File: config.mk
export PLATFORM = sky130hd
export DESIGN_NAME = cpu_exec_ctrl
export DESIGN_NICKNAME = d
export VERILOG_FILES = /design/src/rtl/cpu_exec_ctrl.sv
export SDC_FILE = /design/constraint.sdc
export NUM_CORES = 1
export LEC_CHECK = 0
export CAP_MARGIN = 20
export CORE_UTILIZATION = 41
export DETAILED_ROUTE_END_ITERATION = 10
export PLACE_DENSITY = 0.84
export SLEW_MARGIN = 20
export SYNTH_ARGS = -nofsm -noshare
export SYNTH_HDL_FRONTEND = slang
export SYNTH_SLANG_ARGS = --single-unit
File: constraint.sdc
create_clock -name clk -period 2.79 [get_ports clk]
set_clock_uncertainty 0.15 [all_clocks]
set_input_delay 0.837 -clock clk [delete_from_list [all_inputs] [get_ports clk]]
set_output_delay 0.837 -clock clk [all_outputs]
set_load 0.01 [all_outputs]
File: src/rtl/cpu_exec_ctrl.sv
// cpu_exec_ctrl: CPU reset/cycle-enable sequencer with run, pause, single-step, halt and breakpoint control
module cpu_exec_ctrl #(
   parameter int RESET_CYCLES = 4,
   parameter int CNT_W        = 32
) (
   input  logic             clk,
   input  logic             clr,
   input  logic             btn_run,
   input  logic             btn_step,
   input  logic             btn_reset,
   input  logic             halt,
   input  logic [CNT_W-1:0] cycle_count,
   input  logic             break_en,
   input  logic [CNT_W-1:0] break_cycle,
   output logic             cpu_clr,
   output logic             cpu_en,
   output logic [2:0]       state,
   output logic [CNT_W-1:0] run_cycles
);
   localparam int RW = $clog2(RESET_CYCLES + 1);
   typedef enum logic [2:0] {
      RESET  = 3'd0,
      PAUSED = 3'd1,
      RUN    = 3'd2,
      STEP   = 3'd3,
      HALTED = 3'd4
   } state_t;
   state_t cur, nxt;
   logic [RW-1:0] rst_cnt;
   logic [2:0] s1, s2, s3;
   logic p_run, p_step, p_rst, brk_skip, brk_hit, rst_done;
   assign {p_rst, p_step, p_run} = s2 & ~s3;
   assign brk_hit  = break_en && (cycle_count == break_cycle) && !brk_skip && (cur == RUN);
   assign rst_done = rst_cnt == RW'(RESET_CYCLES - 1);
   assign cpu_en   = (cur == RUN && !halt && !brk_hit && !p_rst) || (cur == STEP && !halt);
   assign cpu_clr  = cur == RESET;
   assign state    = cur;
   // two-flop synchronisers plus a history flop turn each held button into one pulse
   always_ff @(posedge clk or posedge clr) begin
      if (clr) begin
         s1 <= '0;
         s2 <= '0;
         s3 <= '0;
      end else begin
         s1 <= {btn_reset, btn_step, btn_run};
         s2 <= s1;
         s3 <= s2;
      end
   end
   // next state: reset beats halt beats breakpoint beats run beats step
   always_comb begin
      nxt = cur;
      case (cur)
         RESET:   nxt = p_rst ? RESET : rst_done ? PAUSED : RESET;
         PAUSED:  nxt = p_rst ? RESET : p_run ? RUN : p_step ? STEP : PAUSED;
         RUN:     nxt = p_rst ? RESET : halt ? HALTED : (brk_hit || p_run) ? PAUSED : RUN;
         STEP:    nxt = p_rst ? RESET : halt ? HALTED : PAUSED;
         HALTED:  nxt = p_rst ? RESET : HALTED;
         default: nxt = RESET;
      endcase
   end
   // state, reset timer, enabled-cycle counter and breakpoint re-trigger guard
   always_ff @(posedge clk or posedge clr) begin
      if (clr) begin
         cur        <= RESET;
         rst_cnt    <= '0;
         run_cycles <= '0;
         brk_skip   <= 1'b0;
      end else begin
         cur        <= nxt;
         rst_cnt    <= (cur == RESET && nxt == RESET && !p_rst) ? rst_cnt + RW'(1) : '0;
         run_cycles <= (nxt == RESET) ? '0 : (cpu_en && !(&run_cycles)) ? run_cycles + CNT_W'(1) : run_cycles;
         brk_skip   <= (nxt == RESET) ? 1'b0 : (brk_hit && nxt == PAUSED) ? 1'b1 : cpu_en ? 1'b0 : brk_skip;
      end
   end
endmodule

; Yosys cells after proc, flatten, opt, wreduce, memory -nomap -nowiden
; Cells that the tools add are included.
[totals]
ff_bits = 48
in_bits = 71
output_inout_bits = 37
word_cells = 59
[op_classes]
addsub = 2
n_eq_ne = 7
muxes = 18
bitwise = 2
reduce_logical = 23
[op_table]
columns = op, count
row1 = $mux W32, 2
row2 = $add A32 B1 Y32 const B, 1
row3 = $eq A32 B32 Y1, 1
row4 = $reduce_and A32 Y1, 1
row5 = $mux W3, 6
row6 = $pmux W3 S5, 1
row7 = $logic_and A1 B1 Y1, 11
row8 = $eq A3 B2 Y1 const B, 3
row9 = $mux W2, 4
row10 = $eq A3 B1 Y1 const B, 2
row11 = $logic_not A3 Y1, 2
row12 = $logic_not A1 Y1, 5
row13 = $mux W1, 5
row14 = $add A3 B1 Y3 const B, 1
row15 = $and A3 B3 Y3, 1
row16 = $eq A3 B3 Y1 const B, 1
row17 = $not A3 Y3, 1
row18 = $reduce_bool A3 Y1, 1
row19 = $logic_or A1 B1 Y1, 2
row20 = $reduce_bool A2 Y1, 1

; Longest topological paths before layout
[depth]
word_depth = 13
mapped_depth = 11
mapped_depth_nobuf = 9

; Worst setup path after synthesis
; OpenSTA, ideal clock, no wires.
[synth_path]
path_type = input port to output port
from = in cycle_count[23]
to = out cpu_en
arrival_time_ns = 1.957
required_ns = 1.803
setup_slack_ns = -0.154
stages = 7
n_path_buf = 1
path_cell_list = nor2b_1 nor4_1 and3_1 and4_1 o21ba_4 buf_6 inv_1
[synth_via]
elab_chain_len = 8
[synth_rtl]
columns = element, line_no
row1 = start: declaration, 12  ; input logic [CNT_W-1:0] cycle_count,
row2 = $eq A32 B32 Y1, 33  ; assign brk_hit = break_en && (cycle_count == break_cycle) && !brk_skip && (cur == RUN);
row3 = $logic_and A1 B1 Y1 (3 in a row), 33
row4 = $logic_not A1 Y1, 35  ; assign cpu_en = (cur == RUN && !halt && !brk_hit && !p_rst) || (cur == STEP && !halt);
row5 = $logic_and A1 B1 Y1 (2 in a row), 35
row6 = $logic_or A1 B1 Y1, 35
row7 = end: declaration, 16  ; output logic cpu_en,
; Every way passes these cells.

; Worst setup path in the final report
[layout_path]
from = in break_cycle[13]
to = out cpu_en
[layout_via]
elab_chain_len = 8
[layout_rtl]
columns = element, line_no
row1 = start: declaration, 14  ; input logic [CNT_W-1:0] break_cycle,
row2 = $eq A32 B32 Y1, 33
row3 = $logic_and A1 B1 Y1 (3 in a row), 33
row4 = $logic_not A1 Y1, 35
row5 = $logic_and A1 B1 Y1 (2 in a row), 35
row6 = $logic_or A1 B1 Y1, 35
; Every way passes these cells.

==> metrics.log <==
[metrics] Setup violations, final: 2
[metrics] combinational family with the most area after synthesis: simple AND/OR/NAND/NOR gates
[metrics] portion of netlist area occupied by mux cells: 1.06%
[metrics] wire length of the first global-routing pass: approximately 13000 um
[metrics] power per cell area: 416 nW/um^2
[metrics] post-synth design cell area: between 2000 and 3000 um^2
[metrics] setup_tns: -0.282 ns
[metrics] adder and majority cell fraction of the synthesized area: under 10%
[metrics] Hold Violations, Final: 0
[metrics] kind of critical path: input port to output port
[metrics] clk sink count: 48
[metrics] number of DRC markers in iteration 0: 201
[metrics] layer with the highest usage: met2
[metrics] via count of the first global-routing pass: 2874
[metrics] mean routed wirelength per cell: around 16 um
[metrics] count of max-cap constraint violations: 0
[metrics] standard cell area after detailed placement: ~4200 um^2
[metrics] biggest area contributors in the synthesized netlist: sky130_fd_sc_hd__dfrtp_1 41%, sky130_fd_sc_hd__xnor2_1 7.1%, sky130_fd_sc_hd__or4_1 6.1%
[metrics] post-synthesis async set-or-reset flop share: between 90% and 100%
[metrics] clock latency reported for the late side of the worst-skew pair: about 0.30 ns
[metrics] warnings from Yosys: 0
[metrics] Pleak: roughly 1.7 nW
[metrics] HPWL after detailed placement: 6150 um
[metrics] layout overhead on the synthesized area: 44.9%
[metrics] post-synthesis sequential element count: 48
[metrics] remaining max-slew budget at the tightest pin: 66.2%
[metrics] Post-Route WL: approximately 8400 um
[metrics] post-synthesis cell type with the largest combined area: sky130_fd_sc_hd__dfrtp_1
[metrics] endpoint required time on the critical path: between 1.5 and 2 ns
[metrics] sequential area share after synthesis: 40.6%
[metrics] worst hold path stage count: 0
[metrics] unrepaired setup endpoints after global routing: yes
[metrics] worst path setup slack after routing: -0.264 ns
[metrics] top cell type's share of synthesized area: 40.6%
[metrics] top_reg_cell synth: sky130_fd_sc_hd__dfrtp_1
[metrics] clock transition time at the flip-flop clock pins of the worst setup and hold paths: 0.08 ns
[metrics] Chip Width: just under 90 um
[metrics] Max rail drop VDD: about 0.00024 V
[metrics] violations in the final reports: negative setup slack
[metrics] Remaining Overflow, GRT: 0
[metrics] post-place setup slack: -1.05 ns
[metrics] largest incremental delay on the critical path: 0.25 ns
[metrics] startpoint of the most critical hold path: s1[1]
[metrics] HP Class: register to register
[metrics] kind of start point of the critical path: input port
[metrics] antenna violations before repair: 0
[metrics] core region area: between 6000 and 7000 um^2
[metrics] share of cells above drive strength 1: roughly 22%
[metrics] count of flip-flops with a built-in enable after synthesis: 0
[metrics] DRC Markers: 0
[metrics] via density per instance: roughly 5.6
[metrics] worst r2r src: s2[2]
[metrics] count of pins on the block boundary: approximately 110
[metrics] synth unique cells: 52
[metrics] diode insertion count for antenna repair: 0
[metrics] Gate Count Post-Synth: approximately 320
[metrics] initial cell density of the core: 43.1%
[metrics] hold worst-path end: s2[1]
[metrics] number of cells on the worst reg-to-reg path: 7
[metrics] weighted congestion reported at the end of routability-driven placement: roughly 0.8
[metrics] run status: finished, violations left
[metrics] part of the cycle the worst path needs: 109%
[metrics] Placement Rows: 30
[metrics] pin count of the biggest net entering global routing: 59
[metrics] r2r setup slk: between 0.2 and 0.25 ns
[metrics] number of H-tree branching levels: 2
[metrics] Fmax achieved: 0.327 GHz
[metrics] NumNets Final: 510
[metrics] number of non-filler instances in the completed layout: around 530
[metrics] number of buffers added to fix hold violations after cts: 0
[metrics] cell type of the slowest stage on the worst timing path: sky130_fd_sc_hd__a221oi_2
[metrics] Syn Nets: between 300 and 400
[metrics] Final Slew Violations: 0
[metrics] critical path capture point type: output port
[metrics] final critical delay including setup and external delays: 3.05 ns
[metrics] CTS tree: done
[metrics] Root Buffer Master: sky130_fd_sc_hd__clkbuf_8
[metrics] total power of the final layout: ~1.8 mW
[metrics] fraction of the mapped netlist area in simple logic gates: around 28%
[metrics] actual transition at the worst max-transition pin: just over 0.5 ns
[metrics] arrival time at the worst endpoint: slightly above 2 ns
[metrics] number of antenna-violating nets in the routed design: 0
[metrics] met1 track demand over resource: a little over a quarter
[metrics] Synth Area in XOR/XNOR: under 10%
[metrics] average footprint of a synthesized cell: about 9.3 um^2
[metrics] DRT Pass-1 Iters: 4
[metrics] met3 usage in global routing: 3.98%
[metrics] global-route track usage on met2: between 40 and 50%
[metrics] Post-Layout Inst Area: between 4000 and 5000 um^2
[metrics] ordered list of cells on the worst path: clkdlybuf4s15_2 -> inv_2 -> a221oi_2 -> and3_1 -> and4_4 -> o21ba_4 -> inv_4 -> buf_6
[metrics] DIE HEIGHT: around 87 um
[metrics] Port Buffer Count: between 100 and 150
[metrics] GRT Overall Usage: 22.5%
[metrics] Total Die Area: 7560 um^2
[metrics] number of buffers created by CTS: 5
[metrics] post-synthesis compound-gate area fraction: about 16%
[metrics] Worst R2R End: run_cycles[21]
[metrics] Longest Clk Path Bufs: 2
[metrics] cell count after placement: about 520
[metrics] total via count after detailed routing: 2991
[metrics] maximum fanout count along the critical path: 2
-- area by class of cell --
| cell class | count | area [um^2] |
|---|---|---|
| Sequential cell | 48 | 1200 |
| Clock buffer | 8 | 90.1 |
| Timing Repair Buffer | 128 | 1120 |
| Tap cell | 96 | 120 |
| Multi-Input combinational cell | 235 | 1690 |
| Fill cell | 583 | 2580 |
| Inverter | 18 | 70.1 |
-- power breakdown --
part / total, mW / leakage [nW] / internal [mW] / switching (mW)
Sequential: 0.749 / 0.647 / 0.730 / 0.0183
Combinational: 0.603 / 1.03 / 0.274 / 0.329
Clock: 0.432 / 0.0455 / 0.203 / 0.229
Total: 1.78 / 1.72 / 1.21 / 0.577
-- synth_stat cells (4+ instances only) --
master,n
sky130_fd_sc_hd__buf_6,4
sky130_fd_sc_hd__inv_1,17
sky130_fd_sc_hd__a21oi_1,28
sky130_fd_sc_hd__dfrtp_1,48
sky130_fd_sc_hd__nor2_1,15
sky130_fd_sc_hd__nand2_1,18
sky130_fd_sc_hd__buf_4,4
sky130_fd_sc_hd__o31ai_1,23
sky130_fd_sc_hd__nand3_1,15
sky130_fd_sc_hd__nor2b_1,7
sky130_fd_sc_hd__clkbuf_1,6
sky130_fd_sc_hd__xnor2_1,24
sky130_fd_sc_hd__and3_1,7
sky130_fd_sc_hd__or4_1,24
sky130_fd_sc_hd__and2_1,4
sky130_fd_sc_hd__nor3_1,5
sky130_fd_sc_hd__nand4_1,15
sky130_fd_sc_hd__o21ai_0,4
-- metrics by stage --
stage                     hold slack, ns  utilization (%)
after global placement             0.182             61.2
final                              0.203             62.4
after floorplan                    0.181                -
after detailed placement           0.185             61.2
after global routing               0.216             62.4
after CTS                          0.205             62.5
-- kinds of logic after synthesis --
group / Yosys count
DFF: 48
buffers and inverters: 35
and+or+nand+nor: 133
muxes: 3
xor gates and xnor gates: 25
AOI/OAI and AO/OA: 71
adders and majority gates: 3
-- sequential cells by signal, summed over array words and instances, names as in the netlist --
signal and count:
run_cycles 32, rst_cnt 3, s1 3, s2 3, s3 3, state 3, brk_skip 1
-- critical path, delay by kind of cell --
kind                   cells  cell delay, ns
and+or+nand+nor            2            0.45
buffers and inverters      4            0.37
AOI/OAI and AO/OA          2            0.41
-- layer usage --
| layer | share of wire (%) | wire length, um |
|---|---|---|
| met5 | 0 | 0 |
| met4 | 1.5 | 129 |
| met3 | 7.5 | 628 |
| met1 | 41 | 3440 |
| met2 | 50 | 4210 |
-- repair_timing --
item	CTS	global route
setup endpoints to repair	33	29
buffers inserted	1	0
resized for setup	193	11
pin swaps	41	11
-- cell usage in the layout (no fill, tap or decap), types with 7 or more instances in the layout --
cell type / Yosys / layout
sky130_fd_sc_hd__nor2b_1: 7 / 7
sky130_fd_sc_hd__buf_2: 2 / 18
sky130_fd_sc_hd__or4_1: 24 / 24
sky130_fd_sc_hd__o31ai_1: 23 / 23
sky130_fd_sc_hd__a21oi_1: 28 / 28
sky130_fd_sc_hd__inv_1: 17 / 11
sky130_fd_sc_hd__and3_1: 7 / 7
sky130_fd_sc_hd__nand3_1: 15 / 15
sky130_fd_sc_hd__dfrtp_1: 48 / 48
sky130_fd_sc_hd__xnor2_1: 24 / 16
sky130_fd_sc_hd__xnor2_2: 0 / 8
sky130_fd_sc_hd__nand4_1: 15 / 15
sky130_fd_sc_hd__buf_4: 4 / 19
sky130_fd_sc_hd__clkdlybuf4s50_1: 0 / 40
sky130_fd_sc_hd__nand2_1: 18 / 18
sky130_fd_sc_hd__clkdlybuf4s15_1: 0 / 11
sky130_fd_sc_hd__nor2_1: 15 / 15
sky130_fd_sc_hd__buf_6: 4 / 11
sky130_fd_sc_hd__dlygate4sd2_1: 0 / 18
-- worst max-delay path by stage --
stage / from / slack [ns] / end
floorplan: cycle_count[23] / -0.11 / cpu_en
detailed placement: break_cycle[29] / -1.05 / cpu_en
global route: cycle_count[21] / -0.35 / cpu_en
global placement: break_cycle[29] / -1.04 / cpu_en
finish: break_cycle[13] / -0.26 / cpu_en
CTS: cycle_count[4] / -0.24 / cpu_en
Power figures use the tool's default switching activity.
